==> src/rtl/issue_ctrl.sv <==
// rtl/issue_ctrl.sv - in-order issue control: scoreboard, RAW/branch/memory stalls (optional ISSUE_WB_BYPASS_EN)
module issue_ctrl #(
    parameter int STALL_CNT_W = 16
) (
    input  logic                   clk,
    input  logic                   rst,
    input  logic                   id_valid,
    input  logic [6:0]             id_opcode,
    input  logic [4:0]             id_rs1,
    input  logic [4:0]             id_rs2,
    input  logic [4:0]             id_rd,
    input  logic                   br_resolve,
    input  logic                   br_taken,
    input  logic                   mem_ready,
    input  logic                   wb_valid,
    input  logic [4:0]             wb_addr,
    output logic                   issue,
    output logic                   stall,
    output logic                   bubble,
    output logic                   flush,
    output logic [31:0]            busy_vec,
    output logic [STALL_CNT_W-1:0] stall_cnt,
    output logic [1:0]             state
);

    localparam logic [6:0] OP_ALUI  = 7'b0010011;
    localparam logic [6:0] OP_LOAD  = 7'b0000011;
    localparam logic [6:0] OP_STORE = 7'b0100011;
    localparam logic [6:0] OP_ALU   = 7'b0110011;
    localparam logic [6:0] OP_BR    = 7'b1100011;

    typedef enum logic [1:0] {
        ST_RUN      = 2'd0,
        ST_BR_WAIT  = 2'd1,
        ST_MEM_WAIT = 2'd2
    } state_t;

    state_t                 state_q, state_d;
    logic [31:0]            busy_vec_q, busy_vec_d;
    logic [STALL_CNT_W-1:0] stall_cnt_q, stall_cnt_d;

    logic        rs1_used, rs2_used, is_writer, is_branch, is_mem;
    logic        hazard;
    logic [31:0] wb_mask, set_mask, busy_eff;

    // Opcode decode: which sources are read, and whether rd is written
    always_comb begin
        rs1_used  = (id_opcode == OP_ALUI) || (id_opcode == OP_LOAD) || (id_opcode == OP_STORE) ||
                    (id_opcode == OP_ALU)  || (id_opcode == OP_BR);
        rs2_used  = (id_opcode == OP_STORE) || (id_opcode == OP_ALU) || (id_opcode == OP_BR);
        is_writer = ((id_opcode == OP_ALUI) || (id_opcode == OP_LOAD) || (id_opcode == OP_ALU)) &&
                    (id_rd != 5'd0);
        is_branch = (id_opcode == OP_BR);
        is_mem    = (id_opcode == OP_LOAD) || (id_opcode == OP_STORE);
    end

    // Hazard check against the scoreboard; the bypass build lets a same-cycle writeback satisfy it
    always_comb begin
        wb_mask = (wb_valid && (wb_addr != 5'd0)) ? (32'd1 << wb_addr) : 32'd0;
`ifdef ISSUE_WB_BYPASS_EN
        busy_eff = busy_vec_q & ~wb_mask;
`else
        busy_eff = busy_vec_q;
`endif
        hazard = (rs1_used && (id_rs1 != 5'd0) && busy_eff[id_rs1]) ||
                 (rs2_used && (id_rs2 != 5'd0) && busy_eff[id_rs2]);
    end

    // Next-state and pipeline-control outputs
    always_comb begin
        issue   = 1'b0;
        stall   = 1'b0;
        bubble  = 1'b0;
        flush   = 1'b0;
        state_d = state_q;
        case (state_q)
            ST_RUN: begin
                if (!id_valid) begin
                    bubble = 1'b1;
                end else if (hazard) begin
                    stall  = 1'b1;
                    bubble = 1'b1;
                end else begin
                    issue = 1'b1;
                    if (is_branch)   state_d = ST_BR_WAIT;
                    else if (is_mem) state_d = ST_MEM_WAIT;
                end
            end
            ST_BR_WAIT: begin
                stall  = 1'b1;
                bubble = 1'b1;
                if (br_resolve) begin
                    flush   = br_taken;
                    state_d = ST_RUN;
                end
            end
            ST_MEM_WAIT: begin
                stall  = 1'b1;
                bubble = 1'b1;
                if (mem_ready) state_d = ST_RUN;
            end
            default: state_d = ST_RUN;
        endcase
    end

    // Scoreboard and stall counter next values; a set wins over a same-register clear
    always_comb begin
        set_mask      = (issue && is_writer) ? (32'd1 << id_rd) : 32'd0;
        busy_vec_d    = (busy_vec_q & ~wb_mask) | set_mask;
        busy_vec_d[0] = 1'b0;
        stall_cnt_d   = stall_cnt_q;
        if (stall && (stall_cnt_q != {STALL_CNT_W{1'b1}})) stall_cnt_d = stall_cnt_q + 1'b1;
    end

    // State registers with synchronous reset
    always_ff @(posedge clk) begin
        if (rst) begin
            state_q     <= ST_RUN;
            busy_vec_q  <= 32'd0;
            stall_cnt_q <= '0;
        end else begin
            state_q     <= state_d;
            busy_vec_q  <= busy_vec_d;
            stall_cnt_q <= stall_cnt_d;
        end
    end

    assign busy_vec  = busy_vec_q;
    assign stall_cnt = stall_cnt_q;
    assign state     = state_q;

endmodule

==> config.mk <==
export PLATFORM = sky130hd
export DESIGN_NAME = issue_ctrl
export DESIGN_NICKNAME = d
export VERILOG_FILES = /design/src/rtl/issue_ctrl.sv
export SDC_FILE = /design/constraint.sdc
export NUM_CORES = 1
export LEC_CHECK = 0
export ABC_CLOCK_PERIOD_IN_PS = 6170
export BUFFER_PORTS_ARGS = -buffer_cell sky130_fd_sc_hd__buf_4
export CAP_MARGIN = 40
export CORE_MARGIN = 1.5
export CORE_UTILIZATION = 56
export DETAILED_ROUTE_END_ITERATION = 7
export HOLD_SLACK_MARGIN = 0.12
export PLACE_DENSITY = 0.85
export SLEW_MARGIN = 30
export SYNTH_ARGS = -nofsm -noshare
export SYNTH_HDL_FRONTEND = slang
export SYNTH_SLANG_ARGS = --single-unit
export TNS_END_PERCENT = 100
==> constraint.sdc <==
create_clock -name clk -period 6.17 [get_ports clk]
set_clock_uncertainty 0.2 [all_clocks]
set_input_delay 0.3085 -clock clk [delete_from_list [all_inputs] [get_ports clk]]
set_output_delay 0.3085 -clock clk [all_outputs]
set_load 0.01 [all_outputs]
==> flow_metrics.py <==
metrics = {
    "layout": {
        "n_fill_cell": 398,
        "utilization_pct": 71.8,
        "layout_commonest_cell": "buf_4",
        "nNetsFinal": 458,
        "multi_input_area_um2": 1830,
        "regArea_um2": 981,
        "layout_common_cells": "86 x buf_4, 49 x dfxtp_1, 33 x o21ai_0",
        "num_antenna_cells": 0,
        "areaGrowthSynthToFinish_pct": 22.3,
        "drive_above_1_share_pct": 26.2,
    },
    "detailed_routing": {
        "vias_per_cell": 6.56,
        "wire_per_inst_um": 18.1,
        "vias": 3212,
        "drtIter0Drc": 305,
        "drc_errors": 0,
        "firstDrtPassIters": 7,
        "totalWireLength_mm": 8.87,
        "postRouteAntennaNets": 0,
    },
    "setup_path": {
        "required_ps": 5660,
        "critPathLaunchType": "register",
        "crit_type": "register to output pin",
        "arrival_ps": 2700,
        "slowest_stage": "mux4_1",
        "worstPathCellList": "mux4_1, mux2_2, nor3b_2, a311oi_2, nor2_1, and2_1, nand2b_1, a21oi_1, buf_4",
        "end_kind": "output pin",
        "cpPeakStageDelay_ps": 530,
        "cp_max_fo": 6,
    },
    "die": {
        "fp.dieW_um": 76.6,
        "boundaryPins": 88,
        "die_area_um2": 5870,
        "fp.coreArea_um2": 5170,
        "initial_utilization_pct": 58.7,
        "die_h_um": 76.6,
        "rows": 26,
    },
    "placement": {
        "portBuffers": 86,
        "place.gp.congestion": 0.933,
        "place_ws_ps": 3140,
        "hpwl_mm": 6.56,
    },
    "timing": {
        "hold_ws_ps": 135,
        "fin_setup_tns_ps": 0,
        "setup_viol_count_final": 0,
        "finalCritPeriodShare_pct": 52.0,
        "rsz0062_at_grt": "false",
        "tightest_slew_ps": 614,
        "slew-limit-headroom_pct": 58.7,
        "fin_ws_ps": 2960,
        "layout_min_cycle_time_ps": 3210,
        "slew_viol_final": 0,
        "fmax_mhz": 311,
        "hold_violations": 0,
    },
    "synth": {
        "syn_inst": 344,
        "synth-async-reset-ratio_pct": 0,
        "netlist_area_um2": 3040,
        "yosys_warnings": 0,
        "synth_ff_type": "dfxtp_1",
        "ys_types": 55,
        "syn-mean-instance-area_um2": 8.83,
        "ys_seq_area_share_pct": 32.3,
        "synth-seq-cells": 49,
        "synth-edff-count": 0,
        "syn_nets": 383,
    },
    "power_and_ir_drop": {
        "p_clk_share_pct": 34.4,
        "intPower_w": 0.000432,
        "seqPwrFrac_pct": 53.8,
        "vdd_drop_max_v": 0.000104,
        "leakagePower_nw": 1.46,
        "power.switching_w": 0.000158,
        "pwr-share-comb_pct": 11.9,
        "p_sw_share_pct": 26.8,
        "power.density_cell_area_nw_per_um2": 159,
    },
    "clocking": {
        "cts_tree": "built",
        "htreeDepth": 2,
        "clk_pin_slew_ps": 110,
        "ctsResizeCount": 0,
        "ctsLongestPathBuffers": 2,
        "clock-root-buffer": "clkbuf_8",
        "cts_buffers": 5,
        "postCtsSetupRepairBufs": 0,
        "clk_latency_ps": 310,
        "cts_sinks": 49,
        "ctsHoldBuffers": 0,
    },
    "hold_path": {
        "hold_path_class": "primary input to register",
    },
    "global_routing": {
        "grt_use_total_pct": 30.1,
        "grt_overflow": 0,
        "grt_pass1_wl_mm": 14.1,
        "grt_max_degree": 24,
        "antenna_found_initial": 0,
        "grt_pass1_vias": 2770,
    },
    "outcome": {
        "status": "finished, final reports clean",
    },
    "run": {
        "cap_violations": 0,
    },
}
## final cells by class
cell class                      count  share of cell area (%)
Timing Repair Buffer               87                    17.8
Clock inverter                      3                   0.775
Clock buffer                        5                    1.85
Tap cell                           70                    2.36
Inverter                           14                    1.42
Multi-Input combinational cell    262                    49.4
Sequential cell                    49                    26.4
## power groups by stage
stage / Sequential, W / Clock (W) / Combinational [W]
after floorplan: 0.000324 / 0 / 0.0000429
after detailed placement: 0.000324 / 0 / 0.0000682
after global placement: 0.000324 / 0 / 0.0000660
final: 0.000317 / 0.000203 / 0.0000699
after global routing: 0.000317 / 0.000221 / 0.0000753
after CTS: 0.000317 / 0.000205 / 0.0000686
## flip-flops by register name, summed over array words and instances, names as in the netlist
name and flops:
state 2, stall_cnt 16, busy_vec 31
## cell families (layout without fill, tap and decap cells)
family / count (synthesis) / after routing / share of synthesized area [%]
AOI/OAI and AO/OA: 98 / 98 / 21.1
xor gates and xnor gates: 1 / 1 / 0.288
adders and majority gates: 5 / 5 / 2.06
buffers and inverters: 33 / 109 / 7.29
DFF: 49 / 49 / 32.3
muxes: 26 / 26 / 13.6
other: 1 / 1 / 0.123
and+or+nand+nor: 131 / 131 / 23.3
## worst max-delay path, delay by kind of cell, from the launching register on
family | cells | cell delay, ps
and+or+nand+nor | 4 | 930
buffers and inverters | 1 | 140
muxes | 2 | 820
AOI/OAI and AO/OA | 2 | 140
DFF | 1 | 360
## synth_stat cells, types with 7 or more instances
master	n	area (um2)
a21oi_1	16	80.1
clkbuf_1	7	26.3
dfxtp_1	49	981
inv_1	14	52.6
mux2i_1	13	130
nand2_1	22	82.6
nand2b_1	8	50.1
nand3_1	29	145
nand3b_1	7	52.6
nand4_1	7	43.8
nor2_1	22	82.6
o211ai_1	12	90.1
o21ai_0	33	165
o311ai_0	8	70.1
## metrics by stage
stage	area (um2)	total power, W	cells
global route	3710	0.000613	490
detailed placement	3620	0.000393	482
floorplan	3040	0.000367	344
CTS	3710	0.000590	490
finish	3710	0.000589	490
global placement	3600	0.000390	481
## path summary, 6_finish.rpt
check | from | to | slack, ps | cells after the start
worst max-delay path | busy_vec[13] | bubble | 2960 | 9
worst min-delay path | rst | stall_cnt[3] | 140 | 2
worst max register to register | busy_vec[13] | busy_vec[28] | 3310 | 7
worst min register to register | stall_cnt[7] | stall_cnt[7] | 300 | 2
## per-layer routing
metal / wire [um] / part of all wire (%) / GRT usage, %
met5: 0 / 0 / 0
met2: 4190 / 47 / 50.0
met3: 887 / 10 / 4.67
met1: 3650 / 41 / 40.3
met4: 142 / 1.6 / 9.44
(Power assumes the default switching activity.)
